$ cat src/rtl/picorv32_wb_bridge.sv
// PicoRV32 native memory port to Wishbone B4 classic master bridge.
// Bus errors, exhausted retries and timeouts all still complete the CPU request, and each one is logged in the err_* side-band.
module picorv32_wb_bridge #(
  parameter int          ADDR_W    = 32,
  parameter int          DATA_W    = 32,
  parameter int          TIMEOUT   = 255,
  parameter int          MAX_RETRY = 3,
  parameter logic [31:0] ERR_RDATA = 32'hDEAD_BEEF,
  localparam int         SEL_W     = DATA_W / 8
) (
  input  logic              wb_clk_i,
  input  logic              wb_rst_ni,
  input  logic              mem_valid,
  input  logic              mem_instr,
  input  logic [ADDR_W-1:0] mem_addr,
  input  logic [DATA_W-1:0] mem_wdata,
  input  logic [SEL_W-1:0]  mem_wstrb,
  output logic              mem_ready,
  output logic [DATA_W-1:0] mem_rdata,
  output logic [ADDR_W-1:0] wbm_adr_o,
  output logic [DATA_W-1:0] wbm_dat_o,
  output logic [SEL_W-1:0]  wbm_sel_o,
  output logic              wbm_we_o,
  output logic              wbm_stb_o,
  output logic              wbm_cyc_o,
  input  logic [DATA_W-1:0] wbm_dat_i,
  input  logic              wbm_ack_i,
  input  logic              wbm_err_i,
  input  logic              wbm_rty_i,
  output logic              busy_o,
  output logic              bus_err_o,
  output logic [1:0]        err_code_o,
  output logic [ADDR_W-1:0] err_addr_o,
  output logic              err_instr_o
);

  localparam int TW = (TIMEOUT > 0) ? $clog2(TIMEOUT + 1) : 1;
  localparam int RW = (MAX_RETRY > 0) ? $clog2(MAX_RETRY + 1) : 1;
  localparam logic [TW-1:0]     TMO_LAST  = TW'(TIMEOUT - 1);
  localparam logic [RW-1:0]     RETRY_LIM = RW'(MAX_RETRY);
  localparam logic [DATA_W-1:0] ERR_DATA  = DATA_W'(ERR_RDATA);

  localparam logic [1:0] IDLE = 2'd0;
  localparam logic [1:0] REQ  = 2'd1;
  localparam logic [1:0] RGAP = 2'd2;
  localparam logic [1:0] DONE = 2'd3;

  localparam logic [1:0] F_NONE  = 2'b00;
  localparam logic [1:0] F_ERR   = 2'b01;
  localparam logic [1:0] F_RETRY = 2'b10;
  localparam logic [1:0] F_TMO   = 2'b11;

  logic [1:0]    state;
  logic [TW-1:0] tmo_cnt;
  logic [RW-1:0] retry_cnt;
  logic          instr_q;

  logic          complete;
  logic          retry;
  logic [1:0]    fault;

  assign busy_o = (state != IDLE);

  // Response resolution in REQ: err beats ack beats rty beats timeout.
  always_comb begin
    complete = 1'b0;
    retry    = 1'b0;
    fault    = F_NONE;
    if (state == REQ) begin
      if (wbm_err_i) begin
        complete = 1'b1;
        fault    = F_ERR;
      end else if (wbm_ack_i) begin
        complete = 1'b1;
      end else if (wbm_rty_i) begin
        if (retry_cnt < RETRY_LIM) begin
          retry = 1'b1;
        end else begin
          complete = 1'b1;
          fault    = F_RETRY;
        end
      end else if (TIMEOUT != 0 && tmo_cnt == TMO_LAST) begin
        complete = 1'b1;
        fault    = F_TMO;
      end
    end
  end

  always_ff @(posedge wb_clk_i or negedge wb_rst_ni) begin
    if (!wb_rst_ni) begin
      state       <= IDLE;
      tmo_cnt     <= '0;
      retry_cnt   <= '0;
      instr_q     <= 1'b0;
      mem_ready   <= 1'b0;
      mem_rdata   <= '0;
      wbm_adr_o   <= '0;
      wbm_dat_o   <= '0;
      wbm_sel_o   <= '0;
      wbm_we_o    <= 1'b0;
      wbm_stb_o   <= 1'b0;
      wbm_cyc_o   <= 1'b0;
      bus_err_o   <= 1'b0;
      err_code_o  <= 2'b00;
      err_addr_o  <= '0;
      err_instr_o <= 1'b0;
    end else begin
      mem_ready <= 1'b0;
      bus_err_o <= 1'b0;
      case (state)
        IDLE: begin
          if (mem_valid) begin
            wbm_adr_o <= mem_addr;
            wbm_dat_o <= mem_wdata;
            wbm_we_o  <= |mem_wstrb;
            wbm_sel_o <= (|mem_wstrb) ? mem_wstrb : '1;
            wbm_stb_o <= 1'b1;
            wbm_cyc_o <= 1'b1;
            instr_q   <= mem_instr;
            retry_cnt <= '0;
            tmo_cnt   <= '0;
            state     <= REQ;
          end
        end
        REQ: begin
          if (complete) begin
            if (!wbm_we_o) mem_rdata <= (fault != F_NONE) ? ERR_DATA : wbm_dat_i;
            if (fault != F_NONE) begin
              bus_err_o   <= 1'b1;
              err_code_o  <= fault;
              err_addr_o  <= wbm_adr_o;
              err_instr_o <= instr_q;
            end
            mem_ready <= 1'b1;
            wbm_stb_o <= 1'b0;
            wbm_cyc_o <= 1'b0;
            wbm_we_o  <= 1'b0;
            state     <= DONE;
          end else if (retry) begin
            retry_cnt <= retry_cnt + 1'b1;
            wbm_stb_o <= 1'b0;
            wbm_cyc_o <= 1'b0;
            state     <= RGAP;
          end else if (tmo_cnt != '1) begin
            tmo_cnt <= tmo_cnt + 1'b1;
          end
        end
        RGAP: begin
          wbm_stb_o <= 1'b1;
          wbm_cyc_o <= 1'b1;
          tmo_cnt   <= '0;
          state     <= REQ;
        end
        // DONE swallows the CPU's still-high mem_valid so it cannot relaunch.
        DONE: state <= IDLE;
        default: state <= IDLE;
      endcase
    end
  end

endmodule

$ cat config.mk
export PLATFORM = sky130hd
export DESIGN_NAME = picorv32_wb_bridge
export DESIGN_NICKNAME = d
export VERILOG_FILES = /design/src/rtl/picorv32_wb_bridge.sv
export SDC_FILE = /design/constraint.sdc
export NUM_CORES = 1
export LEC_CHECK = 0
export CAP_MARGIN = 20
export CELL_PAD_IN_SITES_DETAIL_PLACEMENT = 1
export CELL_PAD_IN_SITES_GLOBAL_PLACEMENT = 2
export CORE_UTILIZATION = 25
export DETAILED_ROUTE_END_ITERATION = 10
export PLACE_DENSITY_LB_ADDON = 0.05
export SLEW_MARGIN = 20
export SYNTH_ARGS = -nofsm -noshare
export SYNTH_HDL_FRONTEND = slang
export SYNTH_SLANG_ARGS = --single-unit
$ cat constraint.sdc
create_clock -name wb_clk_i -period 1.9 [get_ports wb_clk_i]
set_input_delay 0.19 -clock wb_clk_i [delete_from_list [all_inputs] [get_ports wb_clk_i]]
set_output_delay 0.19 -clock wb_clk_i [all_outputs]
set_load 0.01 [all_outputs]
# ---- Yosys cells after proc, flatten, opt, wreduce, memory -nomap -nowiden
# Cells that the tools add are included.
# Widths: inputs -> output; s select.
dict set report word_totals {
  ff_bits 152
  input_bits 107
  output_inout_bits 141
  word_cells 89
}
dict set report classes {
  add_sub_neg 2
  magnitude_cmp 1
  n_eq_ne 12
  muxes 44
  bitwise 1
  n_reduce_logical 14
}
# cell count
set op_table {}
lappend op_table {{$mux 32} 1}
lappend op_table {{$mux 8} 4}
lappend op_table {{$mux 2} 12}
lappend op_table {{$pmux 8 s3} 1}
lappend op_table {{$mux 1} 21}
lappend op_table {{$reduce_and 3->1} 4}
lappend op_table {{$ne 2x2->1 const B} 5}
lappend op_table {{$add 8x1->8 const B} 1}
lappend op_table {{$eq 8x8->1 const B} 1}
lappend op_table {{$ne 8x8->1 const B} 1}
lappend op_table {{$pmux 2 s4} 1}
lappend op_table {{$reduce_bool 2->1} 3}
lappend op_table {{$reduce_and 5->1} 1}
lappend op_table {{$eq 2x2->1 const B} 2}
lappend op_table {{$mux 4} 1}
lappend op_table {{$pmux 2 s2} 1}
lappend op_table {{$reduce_and 2->1} 2}
lappend op_table {{$reduce_and 4->1} 1}
lappend op_table {{$reduce_or 4->1} 1}
lappend op_table {{$ne 3x3->1 const B} 1}
lappend op_table {{$pmux 1 s3} 1}
lappend op_table {{$reduce_bool 3->1} 1}
lappend op_table {{$add 2x1->2 const B} 1}
lappend op_table {{$eq 2x1->1 const B} 1}
lappend op_table {{other kinds (5)} 5}

# ---- Longest topological paths before layout
dict set report depth {
  ltp_word 10
  ltp_mapped 8
  depth_no_buf 6
}

# ---- Worst setup path before layout
# Ideal clock, no wire load.
dict set report synth_timing {
  kind {flip-flop to flip-flop}
  startpoint {register tmo_cnt[0]}
  endpoint {register mem_rdata[20]}
  setup_ps 121
  arrival_ps 1790
  required_ps 1779
  setup_slack_ps -11
  stages_incl_launch_ff 9
  n_path_buf 2
  synth_period_minus_slack_ps 1911
  cell_sequence {dfrtp_1 -> inv_1 -> ha_1 -> and4b_2 -> nand2_2 -> a221o_4 -> buf_6 -> buf_6 -> a22o_1}
}
dict set report synth_between {
  elab_chain_cells 8
  elab_cells_between_ends 14
  cone_classes {eq/ne: 1; mux: 11; reduce/logical: 2}
}
# item line_no
set synth_rtl {}
lappend synth_rtl {{start: declaration} 54} ;# logic [TW-1:0] tmo_cnt;
lappend synth_rtl {{start signal: assignment} 145} ;# tmo_cnt <= tmo_cnt + 1'b1;
lappend synth_rtl {{$eq 8x8->1 *} 82} ;# end else if (TIMEOUT != 0 && tmo_cnt == TMO_LAST) begin
lappend synth_rtl {{$mux 2} 82}
lappend synth_rtl {{$mux 2} 75} ;# end else if (wbm_rty_i) begin
lappend synth_rtl {{$mux 2} 73} ;# end else if (wbm_ack_i) begin
lappend synth_rtl {{$mux 2} 70} ;# if (wbm_err_i) begin
lappend synth_rtl {{$mux 2} 69} ;# if (state == REQ) begin
lappend synth_rtl {{$reduce_bool 2->1} 127} ;# if (!wbm_we_o) mem_rdata <= (fault != F_NONE) ? ERR_DATA : wbm_dat_i;
lappend synth_rtl {{$mux 32} 127}
lappend synth_rtl {{end signal: assignment} 127}
lappend synth_rtl {{end: declaration} 19} ;# output logic [DATA_W-1:0] mem_rdata,
# Mark *: on every way between the ends. The rest lies on a longest branch, timed or not.
# A chain may end at the register's enable or synchronous reset.

# ---- Worst setup path in the final report
dict set report layout_timing {
  startpoint {register tmo_cnt[0]}
  endpoint {register err_instr_o}
}
dict set report layout_between {
  elab_chain_cells 8
  elab_cells_between_ends 13
  cone_classes {eq/ne: 1; mux: 10; reduce/logical: 2}
}
# item line_no
set layout_rtl {}
lappend layout_rtl {{$eq 8x8->1 *} 82}
lappend layout_rtl {{$mux 2} 82}
lappend layout_rtl {{$mux 2} 75}
lappend layout_rtl {{$mux 2} 73}
lappend layout_rtl {{$mux 2} 70}
lappend layout_rtl {{$mux 2} 69}
lappend layout_rtl {{$reduce_bool 2->1} 128} ;# if (fault != F_NONE) begin
lappend layout_rtl {{$reduce_and 3->1 (no line) *} -}
lappend layout_rtl {{end signal: assignment} 132} ;# err_instr_o <= instr_q;
lappend layout_rtl {{end: declaration} 34} ;# output logic err_instr_o
# Marks and branches as above.

==> flow_metrics.env <==
export IMPL_path_cells="inv_1, ha_2, and4b_2, nand2_2, a221o_4, buf_12, mux2_4"
export IMPL_finalHoldViolCount=0
export IMPL_synthFlopType="dfrtp_1"
export IMPL_outcome="finished, violations left"
export IMPL_clock_sinks=152
export IMPL_ff2ff_path_depth=7
export IMPL_cp_max_fo=30
export IMPL_ios=248
export IMPL_power_w=0.0174
export IMPL_hold_class="input pin to async pin"
export IMPL_cap_violations=0
export IMPL_worst_clock_skew_ps=10.5
export IMPL_h_tree_depth=4
export IMPL_drc=0
export IMPL_gp_congestion=0.719
export IMPL_firstDrtPassIters=4
export IMPL_setup_slack_ps=-60.8
export IMPL_tightest_slew_ps=841
export IMPL_vias_per_cell=4.54
export IMPL_cts_root_buffer="clkbuf_16"
export IMPL_vdd_drop_max_mv=0.561
export IMPL_worst_ep_arrival_time_ps=2260
export IMPL_clock_path_buffers=2
export IMPL_rsz0062_at_grt="true"
export IMPL_drt_iter0_drc=170
export IMPL_grt_pass1_wl_mm=31.8
export IMPL_synthArstFlopShare=1.00
export IMPL_yosysSeqAreaShare=0.610
export IMPL_setup_viol=29
export IMPL_routed_wl_mm=20.0
export IMPL_die_h_um=160
export IMPL_numCtsBuffers=17
export IMPL_violations="negative setup slack"
export IMPL_place_ws_ps=-229
export IMPL_num_nets_final=832
export IMPL_worst_setup_path_type="flip-flop to flip-flop"
export IMPL_grt_max_degree=47
export IMPL_area_growth_syn_to_layout_pct=64.2
export IMPL_wl_per_cell_um=18.9
export IMPL_ys_warnings_count=0
export IMPL_start_util=0.256
export IMPL_die_area_um2=25600
export IMPL_track_usage=0.161
export IMPL_clk_pin_slew_ps=70
export IMPL_reg2reg_to="err_instr_o"
export IMPL_layout_commonest_cell="clkdlybuf4s50_1"
export IMPL_synth_edf_count=0
export IMPL_synth_area_um2=6240
export IMPL_p_leak_nw=4.21
export IMPL_cts_tree="yes"
export IMPL_overflow=0
export IMPL_max_freq_mhz=510
export IMPL_start_kind="flip-flop"
export IMPL_p_per_area_nw_per_um2=1690
export IMPL_die_w_um=160
export IMPL_antenna_left=0
export IMPL_ys_ff_latch=152
export IMPL_final_cell_mix="245 x clkdlybuf4s50_1, 151 x dfrtp_1, 90 x mux2_2"
export IMPL_fin_crit_ps=1960
export IMPL_syn_num_nets=544
export IMPL_coreArea_um2=24400
export IMPL_slowest_stage="a221o_4"
export IMPL_crit_path_end_kind="flip-flop"
export IMPL_netlist_instances=434
export IMPL_drive_gt1_frac=0.298
export IMPL_clock_latency_ps=420
export IMPL_synth_top_area_share=0.610
export IMPL_synth_cell_types=44
export IMPL_yosysTopAreaCell="dfrtp_1"
export IMPL_maxSlewViolCount=0
export IMPL_timing_final_crit_share=1.03
export IMPL_row_count=57
export IMPL_worstPathRequired_ps=2200
export IMPL_cp_slowest_stage_delay_ps=390
export IMPL_grt_pass1_vias=5516
export IMPL_vias=4816
export IMPL_reg2reg_from="tmo_cnt[0]"
export IMPL_avgSynthCellArea_um2=14.4
export IMPL_ys_top_cells_by_area="dfrtp_1 61%, mux2_2 16%, a2bb2oi_1 3.4%"
export IMPL_dp_hpwl_mm=14.5
export IMPL_dpl_instance_area_um2=9430
export IMPL_worst_r2r_setup_slack_ps=-60
export IMPL_fin_area_um2=10200
export IMPL_relSlewSlack=0.432
export IMPL_port_buffer_count=247
export IMPL_antenna_found_initial=1
export IMPL_hold_slack_ps=283
-- Yosys cell counts (2+ instances only) --
| library cell | n |
|---|---|
| o22a_1 | 9 |
| a211o_1 | 2 |
| nor4_1 | 27 |
| nor2_1 | 7 |
| mux2_2 | 90 |
| nand2_1 | 3 |
| clkbuf_1 | 13 |
| buf_2 | 14 |
| and3_1 | 6 |
| inv_1 | 5 |
| nor4b_1 | 9 |
| ha_1 | 3 |
| a31o_2 | 2 |
| a2bb2oi_1 | 24 |
| mux2_4 | 9 |
| nor3_1 | 3 |
| buf_6 | 5 |
| a22o_1 | 11 |
| a21oi_1 | 4 |
| dfrtp_1 | 152 |
| a21o_1 | 2 |
| o21ai_0 | 9 |
| o21a_1 | 3 |
| buf_4 | 2 |
-- power by group --
part / switching, W / internal [W] / total [W] / leakage, nW
clock network: 0.00145 / 0.00184 / 0.00330 / 0.276
registers: 0.00103 / 0.00480 / 0.00582 / 1.80
logic: 0.00327 / 0.00497 / 0.00823 / 2.14
total: 0.00575 / 0.0116 / 0.0174 / 4.21
-- worst max-delay path by stage --
| stage | depth (start not counted) | endpoint | slack [ps] | from |
|---|---|---|---|---|
| floorplan | 8 | mem_rdata[20] | -10 | tmo_cnt[0] |
| global placement | 6 | err_addr_o[31] | -180 | wbm_rty_i |
| detailed placement | 7 | mem_rdata[21] | -230 | wbm_rty_i |
| CTS | 7 | err_instr_o | -70 | tmo_cnt[0] |
| global route | 7 | err_instr_o | -140 | tmo_cnt[0] |
| finish | 7 | err_instr_o | -60 | tmo_cnt[0] |
-- worst max-delay path: cells and delay by family (launching register included) --
| kind | cells | cell delay [ps] |
|---|---|---|
| buffers and inverters | 2 | 250 |
| and+or+nand+nor | 2 | 320 |
| adders and majority gates | 1 | 180 |
| DFF | 1 | 380 |
| muxes | 1 | 310 |
| AOI/OAI and AO/OA | 1 | 390 |
-- logic make-up after synthesis --
| kind of cell | synth area share |
|---|---|
| mux | 0.184 |
| simple gates | 0.0674 |
| buf+inv | 0.0335 |
| flops | 0.610 |
| compound gates | 0.0993 |
| fa+ha+maj | 0.00602 |
-- state kept, by name, summed over array words and instances, names as in the netlist, 2 cells and up --
signal and cells:
retry_cnt 2, wbm_sel_o 4, wbm_adr_o 32, tmo_cnt 8, wbm_dat_o 32, mem_rdata 32, err_addr_o 32, err_code_o 2
state 2
-- stage by stage --
stage               TNS [ps]  cells  utilization
floorplan              -41.7    434            -
global placement      -10040   1019        0.387
detailed placement    -12700   1019        0.387
CTS                    -1390   1057        0.414
global route           -5050   1060        0.420
finish                 -1010   1060        0.420
-- routing by layer --
layer	track usage	share of wire
met1	0.183	0.39
met2	0.276	0.52
met3	0.0660	0.073
met4	0.0472	0.012
met5	0	0
-- what timing repair did --
item                                    in CTS  in global routing
endpoints found under the setup margin      70                 71
hold buffers                                 1                  0
resized for setup                           10                 23
hold endpoints to repair                    41                  0
pin swaps                                    2                 10
gates cloned                                 0                  1
setup buffers                                5                  1
-- cell type report --
| type | instances | area (µm²) |
|---|---|---|
| Multi-Input combinational cell | 243 | 2380 |
| Timing Repair Buffer | 303 | 3070 |
| Tap cell | 324 | 405 |
| Clock buffer | 18 | 429 |
| Inverter | 5 | 18.8 |
| Sequential cell | 152 | 3800 |
| Clock inverter | 14 | 139 |
| Antenna cell | 1 | 2.50 |
| Fill cell | 2561 | 14100 |
No activity file was read; power rests on OpenSTA's default activity.
